[config.mk]
export PLATFORM = sky130hd
export DESIGN_NAME = keypad_scan_decoder
export DESIGN_NICKNAME = d
export VERILOG_FILES = /design/src/rtl/keypad_pkg.sv /design/src/rtl/onehot_to_bin.sv /design/src/rtl/keypad_scan_decoder.sv
export SDC_FILE = /design/constraint.sdc
export NUM_CORES = 1
export LEC_CHECK = 0
export ABC_AREA = 1
export BUFFER_PORTS_ARGS = -buffer_cell sky130_fd_sc_hd__buf_2
export CELL_PAD_IN_SITES_DETAIL_PLACEMENT = 0
export CELL_PAD_IN_SITES_GLOBAL_PLACEMENT = 1
export CORE_MARGIN = 3
export CORE_UTILIZATION = 38
export CTS_BUF_LIST = sky130_fd_sc_hd__clkbuf_16
export DETAILED_ROUTE_END_ITERATION = 16
export GPL_ROUTABILITY_DRIVEN = 0
export GPL_TIMING_DRIVEN = 1
export PLACE_DENSITY_LB_ADDON = 0.1
export SYNTH_ARGS = -nofsm -noshare
export SYNTH_HDL_FRONTEND = slang
export SYNTH_HIERARCHICAL = 1
export SYNTH_SLANG_ARGS = --single-unit
[constraint.sdc]
create_clock -name clk -period 3 [get_ports clk]
set_input_delay 0.15 -clock clk [delete_from_list [all_inputs] [get_ports clk]]
set_output_delay 0.15 -clock clk [all_outputs]
set_load 0.02 [all_outputs]
[src/rtl/keypad_pkg.sv]
// Shared types and width helpers for the keypad scan decoder.
package keypad_pkg;

    typedef enum logic [1:0] {
        StIdle     = 2'd0,
        StDebPress = 2'd1,
        StHeld     = 2'd2
    } state_e;

    // Width of a key code covering n columns by m rows; never narrower than 1 bit.
    function automatic int unsigned calc_cw(input int unsigned n, input int unsigned m);
        return (n * m > 1) ? $clog2(n * m) : 1;
    endfunction

endpackage

[src/rtl/onehot_to_bin.sv]
// Lowest-set-bit priority encoder with an exactly-one-bit-set flag.
module onehot_to_bin #(
    parameter int unsigned W  = 4,
    localparam int unsigned IW = (W > 1) ? $clog2(W) : 1
) (
    input  logic [W-1:0]  vec,
    output logic [IW-1:0] idx,
    output logic          onehot
);

    always_comb begin
        idx = '0;
        // Walk downwards so the lowest set bit is the last assignment.
        for (int i = W - 1; i >= 0; i--) begin
            if (vec[i]) begin
                idx = IW'(i);
            end
        end
    end

    assign onehot = (vec != '0) && ((vec & (vec - W'(1))) == '0);

endmodule

[src/rtl/keypad_scan_decoder.sv]
// Scanned-keypad front end: debounces one key at a time, encodes it and hands
// each press to a valid/ready consumer with sticky overflow and strobe-error flags.
module keypad_scan_decoder
    import keypad_pkg::*;
#(
    parameter int unsigned N        = 4,
    parameter int unsigned M        = 4,
    parameter int unsigned DEBOUNCE = 3,
    localparam int unsigned CW      = calc_cw(N, M)
) (
    input  logic          clk,
    input  logic          reset,
    input  logic [N-1:0]  col_onehot,
    input  logic [M-1:0]  row_in,
    output logic          key_valid,
    input  logic          key_ready,
    output logic [CW-1:0] key_code,
    output logic          key_down,
    output logic          overflow,
    output logic          col_err,
    input  logic          clear_status
);

    localparam int unsigned CIW  = (N > 1) ? $clog2(N) : 1;
    localparam int unsigned RIW  = (M > 1) ? $clog2(M) : 1;
    localparam int unsigned CNTW = $clog2(DEBOUNCE + 1);

    logic [CIW-1:0] col_idx;
    logic           col_ok;
    logic [RIW-1:0] row_idx;
    logic           row_onehot;
    logic           hit;

    onehot_to_bin #(.W(N)) u_col_enc (
        .vec    (col_onehot),
        .idx    (col_idx),
        .onehot (col_ok)
    );

    onehot_to_bin #(.W(M)) u_row_enc (
        .vec    (row_in),
        .idx    (row_idx),
        .onehot (row_onehot)
    );

    assign hit = |row_in;

    state_e          state_q, state_d;
    logic [CIW-1:0]  cand_col_q, cand_col_d;
    logic [RIW-1:0]  cand_row_q, cand_row_d;
    logic [CNTW-1:0] cnt_q, cnt_d, cnt_inc;
    logic            key_valid_q, key_valid_d;
    logic [CW-1:0]   key_code_q, key_code_d;
    logic            key_down_q, key_down_d;
    logic            overflow_q, overflow_d;
    logic            col_err_q, col_err_d;
    logic            confirm, accept;
    logic [CIW-1:0]  conf_col;
    logic [RIW-1:0]  conf_row;

    assign accept  = key_valid_q && key_ready;
    assign cnt_inc = (cnt_q == CNTW'(DEBOUNCE)) ? cnt_q : cnt_q + CNTW'(1);

    always_comb begin
        state_d     = state_q;
        cand_col_d  = cand_col_q;
        cand_row_d  = cand_row_q;
        cnt_d       = cnt_q;
        key_valid_d = key_valid_q;
        key_code_d  = key_code_q;
        key_down_d  = key_down_q;
        overflow_d  = overflow_q;
        col_err_d   = col_err_q;
        confirm     = 1'b0;
        conf_col    = cand_col_q;
        conf_row    = cand_row_q;

        if (accept) begin
            key_valid_d = 1'b0;
        end
        if (clear_status) begin
            overflow_d = 1'b0;
            col_err_d  = 1'b0;
        end

        if (!col_ok) begin
            col_err_d = 1'b1;
        end else begin
            unique case (state_q)
                StIdle: begin
                    if (hit) begin
                        cand_col_d = col_idx;
                        cand_row_d = row_idx;
                        cnt_d      = CNTW'(1);
                        if (DEBOUNCE == 1) begin
                            confirm  = 1'b1;
                            conf_col = col_idx;
                            conf_row = row_idx;
                        end else begin
                            state_d = StDebPress;
                        end
                    end
                end
                StDebPress: begin
                    if (col_idx == cand_col_q) begin
                        if (row_in[cand_row_q]) begin
                            cnt_d = cnt_inc;
                            if (cnt_inc >= CNTW'(DEBOUNCE)) begin
                                confirm = 1'b1;
                            end
                        end else begin
                            state_d = StIdle;
                            cnt_d   = '0;
                        end
                    end
                end
                StHeld: begin
                    if (col_idx == cand_col_q) begin
                        if (!row_in[cand_row_q]) begin
                            cnt_d = cnt_inc;
                            if (cnt_inc >= CNTW'(DEBOUNCE)) begin
                                key_down_d = 1'b0;
                                state_d    = StIdle;
                                cnt_d      = '0;
                            end
                        end else begin
                            cnt_d = '0;
                        end
                    end
                end
                default: begin
                    state_d = StIdle;
                    cnt_d   = '0;
                end
            endcase
        end

        // The held state reuses the counter for release debouncing.
        if (confirm) begin
            key_down_d = 1'b1;
            state_d    = StHeld;
            cnt_d      = '0;
            if (!key_valid_q || accept) begin
                key_code_d  = CW'(conf_col) * CW'(M) + CW'(conf_row);
                key_valid_d = 1'b1;
            end else begin
                overflow_d = 1'b1;
            end
        end
    end

    always_ff @(posedge clk) begin
        if (reset) begin
            state_q     <= StIdle;
            cand_col_q  <= '0;
            cand_row_q  <= '0;
            cnt_q       <= '0;
            key_valid_q <= 1'b0;
            key_code_q  <= '0;
            key_down_q  <= 1'b0;
            overflow_q  <= 1'b0;
            col_err_q   <= 1'b0;
        end else begin
            state_q     <= state_d;
            cand_col_q  <= cand_col_d;
            cand_row_q  <= cand_row_d;
            cnt_q       <= cnt_d;
            key_valid_q <= key_valid_d;
            key_code_q  <= key_code_d;
            key_down_q  <= key_down_d;
            overflow_q  <= overflow_d;
            col_err_q   <= col_err_d;
        end
    end

    assign key_valid = key_valid_q;
    assign key_code  = key_code_q;
    assign key_down  = key_down_q;
    assign overflow  = overflow_q;
    assign col_err   = col_err_q;

endmodule

# [Yosys cells after proc, flatten, opt, wreduce, memory -nomap -nowiden]
# Cells that the tools add are included.
[word_totals] ff_bits=16 inputBits=12 output_inout_bits=8 word_cells=98
[classes] bitwise=1 muxes=45 n_lt_le_gt_ge=2 n_reduce_logical=19 n_addsub=3 eq_ne=18
[op_table] cell="$mux W2" n=22
[op_table] cell="$mux W1" n=20
[op_table] cell="$ne A3 B3 Y1 const B" n=6
[op_table] cell="$ne A2 B2 Y1 const B" n=8
[op_table] cell="$reduce_and A7 Y1" n=2
[op_table] cell="$pmux W2 S3" n=2
[op_table] cell="$reduce_bool A2 Y1" n=4
[op_table] cell="$reduce_and A5 Y1" n=1
[op_table] cell="$add A4 B2 Y4" n=1
[op_table] cell="$and A4 B4 Y4" n=1
[op_table] cell="$eq A2 B2 Y1 const B" n=2
[op_table] cell="$logic_not A4 Y1" n=1
[op_table] cell="$reduce_and A4 Y1" n=1
[op_table] cell="$reduce_bool A4 Y1" n=1
[op_table] cell="$reduce_or A4 Y1" n=1
[op_table] cell="$sub A4 B1 Y4 const B" n=1
[op_table] cell="$lt A2 B3 Y1 const B" n=1
[op_table] cell="$reduce_and A3 Y1" n=1
[op_table] cell="$add A2 B1 Y2 const B" n=1
[op_table] cell="$bmux W1 S2" n=1
[op_table] cell="$eq A2 B1 Y1 const B" n=1
[op_table] cell="$eq A2 B2 Y1" n=1
[op_table] cell="$ge A2 B2 Y1 const B" n=1
[op_table] cell="$logic_and A1 B1 Y1" n=2
[op_table] cell="5 further kinds" n=5

# [Depth between registers and ports, before layout]
# Gate-level depths: netlist of the first run.
[depth] word_depth=10 mapped_depth=14 mapped_depth_nobuf=14

# [Hierarchy]
# Netlist of the first run, hierarchy kept.
[by_module_without_submodules] module="keypad_scan_decoder" area_per_inst_um2=817.0 seq_area_each_um2=320.3 n_inst=1 cells_per_inst=127
[by_module_without_submodules] module="onehot_to_bin" area_per_inst_um2=63.8 seq_area_each_um2=0.0 n_inst=2 cells_per_inst=16

# [Least setup slack after synthesis of the first run]
# No wires, ideal clock.
[synth_path] path_type="input port to flip-flop" startpoint="input port col_onehot[0]" endpoint="register key_code_q[0], in the netlist key_code[0]" stages=10 path_buffers=0 path_slack_ns=1.721 arrival_ns=1.166 setup_ns=0.113 required_ns=2.887 path_cell_list="nor2_1 nand2_1 a21oi_1 nand2_1 nor2_4 nand2_4 nor2_8 nand2_1 nand2_1 nor2_1"
[synth_via] elab_chain_cells=6 elab_cells_between_ends=11 classes_between="add/sub: 1; eq/ne: 1; mux: 4; bitwise: 1; reduce/logical: 4"
[synth_rtl] item="from (decl)" line="keypad_scan_decoder.sv:13" source="input logic [N-1:0] col_onehot,"
[synth_rtl] item="$sub A4 B1 Y4" line="onehot_to_bin.sv:21" source="assign onehot = (vec != '0) && ((vec & (vec - W'(1))) == '0);"
[synth_rtl] item="$and A4 B4 Y4" line="onehot_to_bin.sv:21"
[synth_rtl] item="$logic_not A4 Y1" line="onehot_to_bin.sv:21"
[synth_rtl] item="$logic_and A1 B1 Y1 *" line="onehot_to_bin.sv:21"
[synth_rtl] item="named net col_ok" line="keypad_scan_decoder.sv:29" source="logic col_ok;"
[synth_rtl] item="$mux W1 *" line="keypad_scan_decoder.sv:86" source="if (!col_ok) begin"
[synth_rtl] item="$reduce_and A2 Y1 (no source line) *"
[synth_rtl] item="to (signal assigned)" line="keypad_scan_decoder.sv:169" source="key_code_q <= key_code_d;"
[synth_rtl] item="to (decl)" line="keypad_scan_decoder.sv:53" source="logic [CW-1:0] key_code_q, key_code_d;"
# Mark *: on every way through the listed nets, which the timed path passes. The rest lies on a longest branch.
# A chain may end at the register's enable or synchronous reset.

# [Worst setup path after layout of the first run]
# Ends and elaborated chain as after synthesis.

==> impl_metrics.csv, run 1 <==
group,metric,value,unit
timing,tightest_slew,0.4704,ns
global_route,grtUsageTotal,0.1550,
drt,vias,914,
clock_network,cts_setup_buffers,0,
power,leakagePower,0.5763,nW
synth,syn-num-nets,164,
timing,fin_crit_sh,0.4622,
timing,finalSetupViolCount,0,
clock_network,clk_pin_slew_worst_paths,0.05,ns
drt,drc,0,
power,p_seq_frac,0.411,
clock_network,clockRootBuffer,"clkbuf_16",
drt,post_drt_wl_per_cell,9.856,microns
timing,period_needed,1.387,ns
clock_network,cts_hold_buf,0,
synth,yosys_warnings,6,
place,place_area,1046,sq um
final_layout,final_area,1121,sq um
clock_network,clockBufferDepth,2,
final_layout,nets,188,
timing,grt_setup_unrepaired,"false",
clock_network,cts-buffers-inserted,3,
die,core_area,2255,sq um
timing,drv_slew,0,
power,p_int,0.4222,mW
clock_network,clock-sinks,16,
synth,synth_area_per_cell,6.026,sq um
timing,skew,0.001314,ns
final_layout,antenna_cells,0,
timing,finalSetupTns,0,ns
drt,wl,1991,microns
global_route,grt_max_degree,10,
die,start_util,0.4062,
power,powerDensity,494.2,nW/um^2
final_layout,drive_gt1_frac,0.2011,
clock_network,htreeDepth,1,
place,numPortBuffers,19,
power,ir_worst_vdd,0.0003378,V
drt,ant_nets,0,
die,rows,17,
clock_network,clock_latency,0.24,ns
global_route,grt_pass1_vias,807,
die,die_y,55.10,microns
global_route,overflow,0,
synth,syn_area,915.9,sq um
synth,syn-instance-count,152,
timing,maxSlewHeadroom,0.6853,
worst_setup_path,required,3.14,ns
power,combPwrFrac,0.138,
die,ios,20,
clock_network,cts_tree,"built",
drt,dr.pass1.iters,4,
place,dpl.hpwl,1600,microns
worst_setup_path,crit_path_end_kind,"register",
power,p_clk_frac,0.451,
die,die_w,55.10,microns
final_layout,area_growth,22.40,%
min_path,hp-class,"in2reg",
global_route,antenna_found_initial,0,
global_route,grt_pass1_wl,3353,microns
timing,hold_violations,0,
die,die_area,3035,sq um
clock_network,ctsResizeCount,0,
outcome,status,"finished, final reports clean",
worst_setup_path,setup.worst_path.class,"in2reg",
power,swShare,0.2380,
worst_setup_path,worstPathArrival,1.52,ns
worst_setup_path,start_kind,"input port",
worst_setup_path,crit_fanout,8,
timing,fmax,721.2,MHz
power,power.switching,0.1318,mW
flow_run,maxCapViolations,0,
drt,drt_iter0_drc,11,
drt,via_per_inst,4.525,
[state kept, by name (all words and copies together) (netlist names)]
name	cells
cand_row_q	2
state_q	2
overflow	1
col_err	1
key_down	1
key_code	4
key_valid	1
cand_col_q	2
cnt_q	2
[power groups by stage]
stage | Combinational [mW] | Clock, mW | Sequential, mW
2_1_floorplan | 0.0520 | 0 | 0.231
3_3_place_gp | 0.0760 | 0 | 0.231
3_5_place_dp | 0.0771 | 0 | 0.231
4_1_cts | 0.0774 | 0.261 | 0.227
5_1_grt | 0.0873 | 0.272 | 0.228
6_report | 0.0765 | 0.250 | 0.227
[worst max-delay path, cell delays in order]
cell and delay (ns):
buf_2 0.12, nor2_1 0.11, nand2_1 0.07, a21oi_1 0.36
nand2_1 0.16, nor2_4 0.16, nand2_4 0.10, nor2_8 0.14
nand2_1 0.07, nand2_1 0.06, nor2_1 0.04
[worst paths after layout]
path | startpoint | endpoint | slack, ns | cells past startpoint
min reg2reg | col_err | col_err | 0.46 | 2
max | col_onehot[0] | key_code[0] | 1.61 | 11
max reg2reg | state_q[0] | key_code[0] | 1.67 | 9
min | reset | state_q[1] | 0.15 | 2
[per-stage QoR]
| step | total power [mW] | std cells | worst slack [ns] | hold slack [ns] | utilization |
|---|---|---|---|---|---|
| final | 0.5540 | 202 | 1.613 | 0.1515 | 0.4972 |
| after global routing | 0.5877 | 202 | 1.450 | 0.1586 | 0.4972 |
| after CTS | 0.5652 | 202 | 1.615 | 0.1477 | 0.4972 |
| after detailed placement | 0.3085 | 199 | 1.358 | 0.3993 | 0.4639 |
| after global placement | 0.3071 | 199 | 1.477 | 0.3971 | 0.4639 |
| after floorplan | 0.2834 | 152 | 1.721 | 0.2191 | - |
[per-layer routing]
metal	GRT usage	vias up	wire length, microns
li1	-	511	-
met2	0.2539	16	912
met5	0	-	0
met3	0.05630	0	89
met4	0.03644	0	0
met1	0.1926	387	989
[area by class of cell]
class / count / area, sq um
inverter: 28 / 105.1
tap: 28 / 35.03
fill: 250 / 1134
sequential: 16 / 320.3
timing repair buffer: 19 / 95.09
multi-input combinational: 108 / 490.5
clock buffer: 3 / 75.07
[cells in the final DEF (no fill, tap or decap)]
cell,count
nand4_1,2
o21ai_0,5
nor2_1,19
o21ai_1,1
nor2_2,1
inv_1,21
buf_2,19
nand3_1,7
clkbuf_16,3
a21oi_1,16
dfxtp_1,16
nor2_4,2
or2_2,1
inv_2,7
nand2_4,1
nand2_1,52
nor2_8,1
No activity file was read; power rests on OpenSTA's default activity.
==> inputs of run 2 (changes only) <==
--- a/config.mk
+++ b/config.mk
@@ -10,7 +10,7 @@
 export CELL_PAD_IN_SITES_DETAIL_PLACEMENT = 0
 export CELL_PAD_IN_SITES_GLOBAL_PLACEMENT = 1
 export CORE_MARGIN = 3
-export CORE_UTILIZATION = 38
+export CORE_UTILIZATION = 35
 export CTS_BUF_LIST = sky130_fd_sc_hd__clkbuf_16
 export DETAILED_ROUTE_END_ITERATION = 16
 export GPL_ROUTABILITY_DRIVEN = 0
==> constraint.sdc (replaced) <==
create_clock -name clk -period 1.44 [get_ports clk]
set_input_delay 0.072 -clock clk [delete_from_list [all_inputs] [get_ports clk]]
set_output_delay 0.072 -clock clk [all_outputs]
set_load 0.02 [all_outputs]
==> run 2 against run 1 <==
  * Combinational power grew 120%
  * Largest cell class unchanged
  * Die area grew 7.6%
  * Clock power grew 110%
  * Clock-buffer cell count is the same
  * Via count grew 2.8%
  * Highest routed layer unchanged
  * Hold slack lost 0.089 ns
  * Design area grew 3.5%
  * Critical path depth shrank 1
  * Power grew 110%
  * Sequential power grew 110%
  * Cell count grew 2.5%
==> impl_metrics.csv, run 2 (synthesized netlist as in run 1, its figures left out) <==
group,metric,value,unit
outcome,status,"finished, final reports clean",
final_layout,nets,193,
final_layout,drive_gt1_frac,0.2346,
global_route,antenna_found_initial,0,
die,core_area,2340,sq um
drt,post_drt_wl_per_cell,9.541,microns
final_layout,final_cell_mix,"nand2_1 (52), inv_1 (20), nor2_1 (19), buf_2 (19), a21oi_1 (16)",
clock_network,cts_hold_buf,0,
power,p_total,1.167,mW
timing,tightest_slew,0.4434,ns
timing,fmax,794.1,MHz
timing,period_needed,1.259,ns
clock_network,clockRootBuffer,"clkbuf_16",
clock_network,clockBufferDepth,2,
place,dpl.hpwl,1615,microns
worst_setup_path,crit_top_cell,"nand2_1",
timing,maxSlewHeadroom,0.7033,
final_layout,final_area,1160,sq um
global_route,overflow,0,
drt,drc,0,
worst_setup_path,cpMaxStageDelayCell,"dfxtp_1",
final_layout,largest_reg_flops,4,
timing,drv_slew,0,
timing,skew,0.001255,ns
worst_setup_path,required,1.58,ns
die,die_w,57.16,microns
worst_setup_path,r2r_end,"key_code[0]",
drt,vias,940,
drt,ant_nets,0,
clock_network,cts-buffers-inserted,3,
worst_setup_path,worstPathArrival,1.40,ns
die,start_util,0.3914,
flow_run,maxCapViolations,0,
drt,wl,1975,microns
min_path,hp-class,"in2reg",
worst_setup_path,setup.worst_path.class,"reg2reg",
die,rows,17,
clock_network,clk_pin_slew_worst_paths,0.05,ns
worst_setup_path,crit_path_end_kind,"register",
die,die_area,3267,sq um
drt,dr.pass1.iters,4,
timing,hold_violations,0,
global_route,grtUsageTotal,0.1321,
worst_setup_path,worst_r2r_path_depth,10,
clock_network,clock_latency,0.24,ns
global_route,grt_pass1_vias,865,
place,place_area,1076,sq um
worst_setup_path,cpPeakStageDelay,0.31,ns
power,powerDensity,1006,nW/um^2
final_layout,area_growth,26.64,%
place,numPortBuffers,19,
die,ios,20,
worst_setup_path,cp_cell_sequence,"inv_2, nand2_1, nand2_1, nand2_1, nor2_4, nand2_4, nor2_8, nand2_1, nand2_1, nor2_1",
drt,drt_iter0_drc,9,
power,ir_worst_vdd,0.0007576,V
worst_setup_path,start_kind,"register",
final_layout,layout_commonest_cell,"nand2_1",
power,leakagePower,0.5990,nW
final_layout,antenna_cells,0,
timing,finalSetupViolCount,0,
drt,via_per_inst,4.541,
global_route,grt_pass1_wl,3532,microns
timing,fin_crit_sh,0.8745,
worst_setup_path,regToRegSetupSlack,0.18,ns
min_path,hp-start,"reset",
worst_setup_path,r2r-start,"cand_col_q[0]",
min_path,whs_endpoint,"state_q[1]",
clock_network,htreeDepth,1,
clock_network,cts_tree,"built",
die,die_y,57.16,microns
global_route,grt_max_degree,10,
worst_setup_path,crit_fanout,8,
min_path,whs_path_depth,2,
clock_network,clock-sinks,16,
[run 2: routing by layer]
layer / wire (microns) / vias to the layer above / track usage
li1: - / 522 / -
met1: 973 / 400 / 0.1644
met2: 900 / 18 / 0.2219
met3: 102 / 0 / 0.04299
met4: 0 / 0 / 0.02980
met5: 0 / - / 0
[run 2: metrics by stage]
stage | setup slack, ns | util | hold WS, ns | setup TNS, ns | std cells
CTS | 0.1426 | 0.4920 | 0.06069 | 0 | 206
detailed placement | -0.04198 | 0.4599 | 0.3145 | -0.1556 | 203
global placement | -0.02628 | 0.4599 | 0.3167 | -0.08303 | 203
floorplan | 0.2388 | - | 0.1411 | 0 | 152
global route | -0.0001340 | 0.4957 | 0.07844 | -0.0001340 | 207
finish | 0.1807 | 0.4957 | 0.06260 | 0 | 207
[run 2: what timing repair did]
item	in CTS	in global routing
setup endpoints to repair	0	1
buffers inserted	0	1
gates resized for setup	0	2
[run 2: critical path: cells and delay by family (launching register included)]
family / cells / cell delay, ns
DFF: 1 / 0.31
and+or+nand+nor: 9 / 0.78
buffers and inverters: 1 / 0.06
[run 2: final cells by class]
class,count,area (sq um)
Clock buffer,3,75.07
Fill cell,273,1180
Inverter,28,105.1
Multi-Input combinational cell,108,490.5
Sequential cell,16,321.6
Tap cell,28,35.03
Timing Repair Buffer,24,132.6
[run 2: worst max-delay path by stage]
stage | startpoint | endpoint | slack, ns | cells past startpoint
global placement | col_onehot[0] | key_code[2] | -0.03 | 11
finish | cand_col_q[0] | key_code[0] | 0.18 | 10
global route | cand_col_q[0] | key_code[2] | -0.0001 | 10
floorplan | col_onehot[0] | key_code[0] | 0.24 | 10
CTS | cand_row_q[0] | key_code[0] | 0.14 | 10
detailed placement | col_onehot[0] | key_code[0] | -0.04 | 11
[run 2: power breakdown]
part | leakage [nW] | switching (mW) | internal [mW]
registers | 0.130 | 0.0128 | 0.461
clock network | 0.0370 | 0.157 | 0.363
logic | 0.432 | 0.106 | 0.0663
